<file path="src/rtl/rst_seq_ctrl.sv">
// Multi-domain reset sequencer: synchronises lock/button/software triggers, holds all domains,
// then releases them in order with a fixed gap. Optional button debounce: RST_SEQ_DEBOUNCE_EN.
module rst_seq_ctrl #(
   parameter int NumDomains     = 3,
   parameter int HoldCycles     = 255,
   parameter int StageGap       = 16,
   parameter int DebounceCycles = 1024
) (
   input  logic                  clk_i,
   input  logic                  rst_i,
   input  logic                  pll_locked_i,
   input  logic                  rst_btn_i,
   input  logic                  sw_rst_req_i,
   output logic [NumDomains-1:0] rst_no,
   output logic                  done_o,
   output logic [1:0]            cause_o
);

   function automatic int max_int(input int a, input int b);
      return (a > b) ? a : b;
   endfunction

   localparam int CntMax = max_int(max_int(HoldCycles, StageGap), DebounceCycles);
   localparam int CntW   = $clog2(CntMax + 1);
   localparam int IdxW   = $clog2(NumDomains + 1);

   localparam logic [1:0] CauseRst = 2'd0;
   localparam logic [1:0] CausePll = 2'd1;
   localparam logic [1:0] CauseBtn = 2'd2;
   localparam logic [1:0] CauseSw  = 2'd3;

   typedef enum logic [1:0] {
      ST_HOLD    = 2'd0,
      ST_RELEASE = 2'd1,
      ST_RUN     = 2'd2
   } state_t;

   state_t                state_q, state_d;
   logic [CntW-1:0]       cnt_q, cnt_d, cnt_inc;
   logic [IdxW-1:0]       idx_q, idx_d;
   logic [NumDomains-1:0] rst_n_q, rst_n_d;
   logic                  done_q, done_d;
   logic [1:0]            cause_q, cause_d;
   logic                  lock_s1, lock_s2, btn_s1, btn_s2;
   logic                  lock_seen_q, sw_q;
   logic                  btn_trig, pll_lost, trig;

   always_ff @(posedge clk_i or posedge rst_i) begin
      if (rst_i) begin
         lock_s1     <= 1'b0;
         lock_s2     <= 1'b0;
         btn_s1      <= 1'b0;
         btn_s2      <= 1'b0;
         lock_seen_q <= 1'b0;
         sw_q        <= 1'b0;
      end else begin
         lock_s1     <= pll_locked_i;
         lock_s2     <= lock_s1;
         btn_s1      <= rst_btn_i;
         btn_s2      <= btn_s1;
         lock_seen_q <= lock_seen_q | lock_s2;
         sw_q        <= sw_rst_req_i;
      end
   end

`ifdef RST_SEQ_DEBOUNCE_EN
   localparam int DebW = $clog2(DebounceCycles + 1);
   logic [DebW-1:0] deb_cnt_q;

   always_ff @(posedge clk_i or posedge rst_i) begin
      if (rst_i) begin
         deb_cnt_q <= '0;
      end else if (!btn_s2) begin
         deb_cnt_q <= '0;
      end else if (deb_cnt_q != DebW'(DebounceCycles)) begin
         deb_cnt_q <= deb_cnt_q + 1'b1;
      end
   end

   assign btn_trig = (deb_cnt_q == DebW'(DebounceCycles));
`else
   assign btn_trig = btn_s2;
`endif

   // Lock low straight out of reset is the normal start-up case, not a PLL loss.
   assign pll_lost = ~lock_s2 & lock_seen_q;
   assign trig     = ~lock_s2 | btn_trig | sw_rst_req_i;
   assign cnt_inc  = (cnt_q == CntW'(CntMax)) ? cnt_q : cnt_q + 1'b1;

   always_comb begin
      state_d = state_q;
      cnt_d   = cnt_q;
      idx_d   = idx_q;
      rst_n_d = rst_n_q;
      done_d  = done_q;
      cause_d = cause_q;
      if (trig) begin
         state_d = ST_HOLD;
         cnt_d   = '0;
         idx_d   = '0;
         rst_n_d = '0;
         done_d  = 1'b0;
         if (pll_lost)          cause_d = CausePll;
         else if (btn_trig)     cause_d = CauseBtn;
         else if (sw_rst_req_i) cause_d = CauseSw;
      end else begin
         case (state_q)
            ST_HOLD: begin
               // The software request holds the count for one extra edge after it is seen.
               if (sw_q) begin
                  cnt_d = '0;
               end else if (cnt_inc == CntW'(HoldCycles)) begin
                  rst_n_d[0] = 1'b1;
                  cnt_d      = '0;
                  idx_d      = IdxW'(1);
                  if (NumDomains == 1) begin
                     state_d = ST_RUN;
                     done_d  = 1'b1;
                  end else begin
                     state_d = ST_RELEASE;
                  end
               end else begin
                  cnt_d = cnt_inc;
               end
            end
            ST_RELEASE: begin
               if (cnt_inc == CntW'(StageGap)) begin
                  for (int k = 0; k < NumDomains; k++) begin
                     if (idx_q == IdxW'(k)) rst_n_d[k] = 1'b1;
                  end
                  idx_d = idx_q + 1'b1;
                  cnt_d = '0;
                  if (idx_q == IdxW'(NumDomains - 1)) begin
                     state_d = ST_RUN;
                     done_d  = 1'b1;
                  end
               end else begin
                  cnt_d = cnt_inc;
               end
            end
            ST_RUN: begin
               rst_n_d = '1;
               done_d  = 1'b1;
            end
            default: state_d = ST_HOLD;
         endcase
      end
   end

   always_ff @(posedge clk_i or posedge rst_i) begin
      if (rst_i) begin
         state_q <= ST_HOLD;
         cnt_q   <= '0;
         idx_q   <= '0;
         rst_n_q <= '0;
         done_q  <= 1'b0;
         cause_q <= CauseRst;
      end else begin
         state_q <= state_d;
         cnt_q   <= cnt_d;
         idx_q   <= idx_d;
         rst_n_q <= rst_n_d;
         done_q  <= done_d;
         cause_q <= cause_d;
      end
   end

   assign rst_no  = rst_n_q;
   assign done_o  = done_q;
   assign cause_o = cause_q;

endmodule

</file>
<file path="config.mk">
export PLATFORM = sky130hd
export DESIGN_NAME = rst_seq_ctrl
export DESIGN_NICKNAME = d
export VERILOG_FILES = /design/src/rtl/rst_seq_ctrl.sv
export SDC_FILE = /design/constraint.sdc
export NUM_CORES = 1
export LEC_CHECK = 0
export ABC_CLOCK_PERIOD_IN_PS = 2700
export CAP_MARGIN = 20
export CORE_MARGIN = 1
export CORE_UTILIZATION = 55
export DETAILED_ROUTE_END_ITERATION = 10
export PLACE_DENSITY = 0.79
export SYNTH_ARGS = -nofsm -noshare
export SYNTH_HDL_FRONTEND = slang
export SYNTH_SLANG_ARGS = --single-unit
</file>
<file path="constraint.sdc">
create_clock -name clk_i -period 2.7 [get_ports clk_i]
set_clock_uncertainty 0.2 [all_clocks]
set_input_delay 0.405 -clock clk_i [delete_from_list [all_inputs] [get_ports clk_i]]
set_output_delay 0.405 -clock clk_i [all_outputs]
set_load 0.02 [all_outputs]
</file>
==> impl_metrics.xml <==
<?xml version="1.0" encoding="UTF-8"?>
<metrics>
  <group name="finish">
    <metric name="areaGrowthSynthToFinish" unit="%">8.92</metric>
    <metric name="fin_util" unit="">0.637</metric>
    <metric name="drive_gt1_frac" unit="">0.133</metric>
    <metric name="finalNetCount" unit="">192</metric>
    <metric name="antenna_cells" unit="">0</metric>
  </group>
  <group name="routing">
    <metric name="dr.first_iter.drc_count" unit="">69</metric>
    <metric name="wirelength" unit="mm">3.24</metric>
    <metric name="post_drt_wl_per_cell" unit="µm">15.3</metric>
    <metric name="detailroute.via_count" unit="">1285</metric>
    <metric name="drcViolationCount" unit="">0</metric>
    <metric name="ant_nets" unit="">0</metric>
    <metric name="first_pass_iters" unit="">5</metric>
    <metric name="vias_per_cell" unit="">6.09</metric>
  </group>
  <group name="grt">
    <metric name="grt_pass1_wl" unit="mm">5.53</metric>
    <metric name="grt_max_degree" unit="">27</metric>
    <metric name="groute.usage.overall" unit="">0.224</metric>
    <metric name="globalRoute.totalOverflow" unit="">0</metric>
    <metric name="antenna_violations_before_repair" unit="">0</metric>
    <metric name="first_global_vias" unit="">1209</metric>
  </group>
  <group name="flow_run">
    <metric name="max_cap_violations" unit="">0</metric>
  </group>
  <group name="timing">
    <metric name="min_period" unit="ps">2510</metric>
    <metric name="final_setup_fails" unit="">0</metric>
    <metric name="drv_slew" unit="">0</metric>
    <metric name="grt_setup_unrepaired" unit="">false</metric>
    <metric name="timing.max_slew.rel_slack" unit="">0.715</metric>
    <metric name="final_number_of_hold_violating_endpoints" unit="">0</metric>
    <metric name="fin_crit_sh" unit="">0.929</metric>
    <metric name="worst-slew-pin-transition" unit="ps">425</metric>
    <metric name="setup_tns" unit="ps">0</metric>
    <metric name="maxClockFrequency" unit="GHz">0.399</metric>
  </group>
  <group name="yosys">
    <metric name="syn-instance-count" unit="">173</metric>
    <metric name="yosys_warnings" unit="">0</metric>
    <metric name="syn-cell-area" unit="µm²">1610</metric>
    <metric name="synth.net_count" unit="">184</metric>
    <metric name="yosys.cell_types.count" unit="">48</metric>
    <metric name="synth.yosys.seq_area_share" unit="">0.403</metric>
    <metric name="ys_seq_elements" unit="">26</metric>
    <metric name="async_reset_ff_frac" unit="">1.00</metric>
    <metric name="ys.flop_type" unit="">dfrtp_1</metric>
    <metric name="synth_edf_count" unit="">0</metric>
    <metric name="avgSynthCellArea" unit="µm²">9.32</metric>
  </group>
  <group name="power">
    <metric name="worst_vdd_rail_ir_drop" unit="V">0.000309</metric>
    <metric name="static-leakage-power" unit="nW">0.741</metric>
    <metric name="pwr_density_cell" unit="nW/µm²">402</metric>
  </group>
  <group name="worst_setup_path">
    <metric name="cp_data_arrival_time" unit="ps">2580</metric>
    <metric name="crit_fanout" unit="">10</metric>
    <metric name="critPathRequiredTime" unit="ps">2780</metric>
    <metric name="timing_worst_setup_path_type" unit="">reg2reg</metric>
    <metric name="timing.critical_path.to_type" unit="">flip-flop</metric>
    <metric name="cp-start-kind" unit="">flip-flop</metric>
  </group>
  <group name="clocking">
    <metric name="cts_sinks" unit="">26</metric>
    <metric name="cts.root.buffer_cell" unit="">clkbuf_4</metric>
    <metric name="worst_setup_hold_path_clk_slew" unit="ps">150</metric>
    <metric name="htreeDepth" unit="">1</metric>
    <metric name="clock_tree_from_tritoncts" unit="">yes</metric>
    <metric name="clockBufferDepth" unit="">2</metric>
    <metric name="insertion_delay" unit="ps">320</metric>
    <metric name="cts-buffers-inserted" unit="">3</metric>
  </group>
  <group name="placed_design">
    <metric name="detailedPlacementHpwl" unit="mm">2.45</metric>
    <metric name="place.port_buffers" unit="">10</metric>
    <metric name="routabilityCongestion" unit="">0.889</metric>
  </group>
  <group name="die">
    <metric name="core_area" unit="µm²">2760</metric>
    <metric name="dieHeight" unit="µm">56.2</metric>
    <metric name="core.rowCount" unit="">19</metric>
    <metric name="die_x" unit="µm">56.2</metric>
    <metric name="ios" unit="">11</metric>
    <metric name="floorplan.initialDensity" unit="">0.585</metric>
    <metric name="die_area" unit="µm²">3150</metric>
  </group>
  <group name="worst_hold_path">
    <metric name="hp-class" unit="">reg2reg</metric>
  </group>
  <group name="outcome">
    <metric name="outcome" unit="">completed</metric>
  </group>
</metrics>
==> layout by cell type, fill, tap and decap left out, types with 2 or more instances in the layout <==
cell / Yosys / final
and4_1: 2 / 2
nor2_1: 18 / 18
dfrtp_1: 26 / 26
nand2_1: 15 / 15
a211oi_1: 2 / 2
a22o_1: 2 / 2
and2_1: 3 / 3
o211ai_1: 2 / 2
buf_4: 4 / 7
nor4b_4: 2 / 2
clkbuf_4: 0 / 3
o22ai_1: 2 / 2
ha_1: 6 / 5
a31oi_1: 6 / 6
a21oi_1: 9 / 9
mux2i_1: 4 / 4
nor3_1: 2 / 2
nand3_1: 8 / 8
nand4_1: 3 / 3
nor4_1: 3 / 3
inv_1: 13 / 13
o21ai_0: 7 / 7
or2_2: 2 / 2
clkdlybuf4s50_1: 0 / 10
==> registers in the layout (all words and copies together) (netlist names) <==
register,cells
idx_q,2
btn_s1,1
rst_no,3
lock_s2,1
btn_s2,1
lock_seen_q,1
lock_s1,1
cause_o,2
state_q,2
cnt_q,11
sw_q,1
==> critical path, cell delays in order (launching register included) <==
cell and delay [ps]:
dfrtp_1 540, ha_2 330, and3_4 220, mux2i_1 300, nor2_1 100, a31oi_2 310
buf_4 220, a21o_1 120, a22o_1 120
==> logic make-up after synthesis <==
| family | count (synthesis) | share of synthesized area |
|---|---|---|
| mux | 5 | 0.0341 |
| buf+inv | 27 | 0.0939 |
| xor+xnor | 1 | 0.00543 |
| compound gates | 39 | 0.164 |
| flops | 26 | 0.403 |
| simple gates | 69 | 0.252 |
| fa+ha+maj | 6 | 0.0465 |
==> synth_stat cells (3+ instances only) <==
cell / count / area, µm²
dfrtp_1: 26 / 651
nor2_1: 18 / 67.6
nand2_1: 15 / 56.3
inv_1: 13 / 48.8
a21oi_1: 9 / 45.0
nand3_1: 8 / 40.0
o21ai_0: 7 / 35.0
a31oi_1: 6 / 37.5
ha_1: 6 / 75.1
buf_4: 4 / 30.0
buf_6: 4 / 45.0
mux2i_1: 4 / 40.0
and2_1: 3 / 18.8
nand4_1: 3 / 18.8
nor4_1: 3 / 18.8
==> stage by stage <==
stage,total power [mW],std cells,hold WS [ps],cell area [µm²],setup slack (ps)
after floorplan,0.426,173,131,1610,437
after global placement,0.443,207,135,1700,289
after CTS,0.708,211,173,1750,151
final,0.706,211,169,1760,191
after global routing,0.728,211,178,1760,3.84
after detailed placement,0.444,207,140,1700,161
==> final cells by class <==
type	instances	area, µm²
Clock buffer	3	22.5
Clock inverter	1	30.0
Fill cell	216	1000
Timing Repair Buffer	17	153
Inverter	13	48.8
Sequential cell	26	651
Tap cell	31	38.8
Multi-Input combinational cell	120	813
==> per-layer routing <==
metal	routed length, µm	global-route usage
met4	130	0.101
met3	171	0.0302
met5	0	0
met2	1430	0.350
met1	1510	0.311
==> power by group <==
group / total (mW) / switching (mW) / internal, mW
sequential: 0.400 / 0.00445 / 0.396
combinational: 0.0360 / 0.0197 / 0.0163
clock: 0.270 / 0.120 / 0.150
total: 0.706 / 0.144 / 0.562
==> final timing paths <==
check / startpoint / end / slack, ps / depth (start not counted)
worst max-delay path: cnt_q[0]$_DFFE_PP0P_ / cnt_q[6]$_DFFE_PP0P_ / 190 / 8
worst min-delay path: btn_s1$_DFF_PP0_ / btn_s2$_DFF_PP0_ / 170 / 0
worst max register to register: cnt_q[0]$_DFFE_PP0P_ / cnt_q[6]$_DFFE_PP0P_ / 190 / 8
worst min register to register: btn_s1$_DFF_PP0_ / btn_s2$_DFF_PP0_ / 170 / 0
max in group asynchronous: rst_i / idx_q[1]$_DFFE_PP0P_ / 1850 / 3
min in group asynchronous: rst_i / cnt_q[1]$_DFFE_PP0P_ / 200 / 3
==> repair_timing <==
action                     CTS  global route
hold buffers                 0             0
setup endpoints to repair    0             4
buffers inserted             0             0
resized for setup            0             1
No activity file was read; power rests on OpenSTA's default activity.
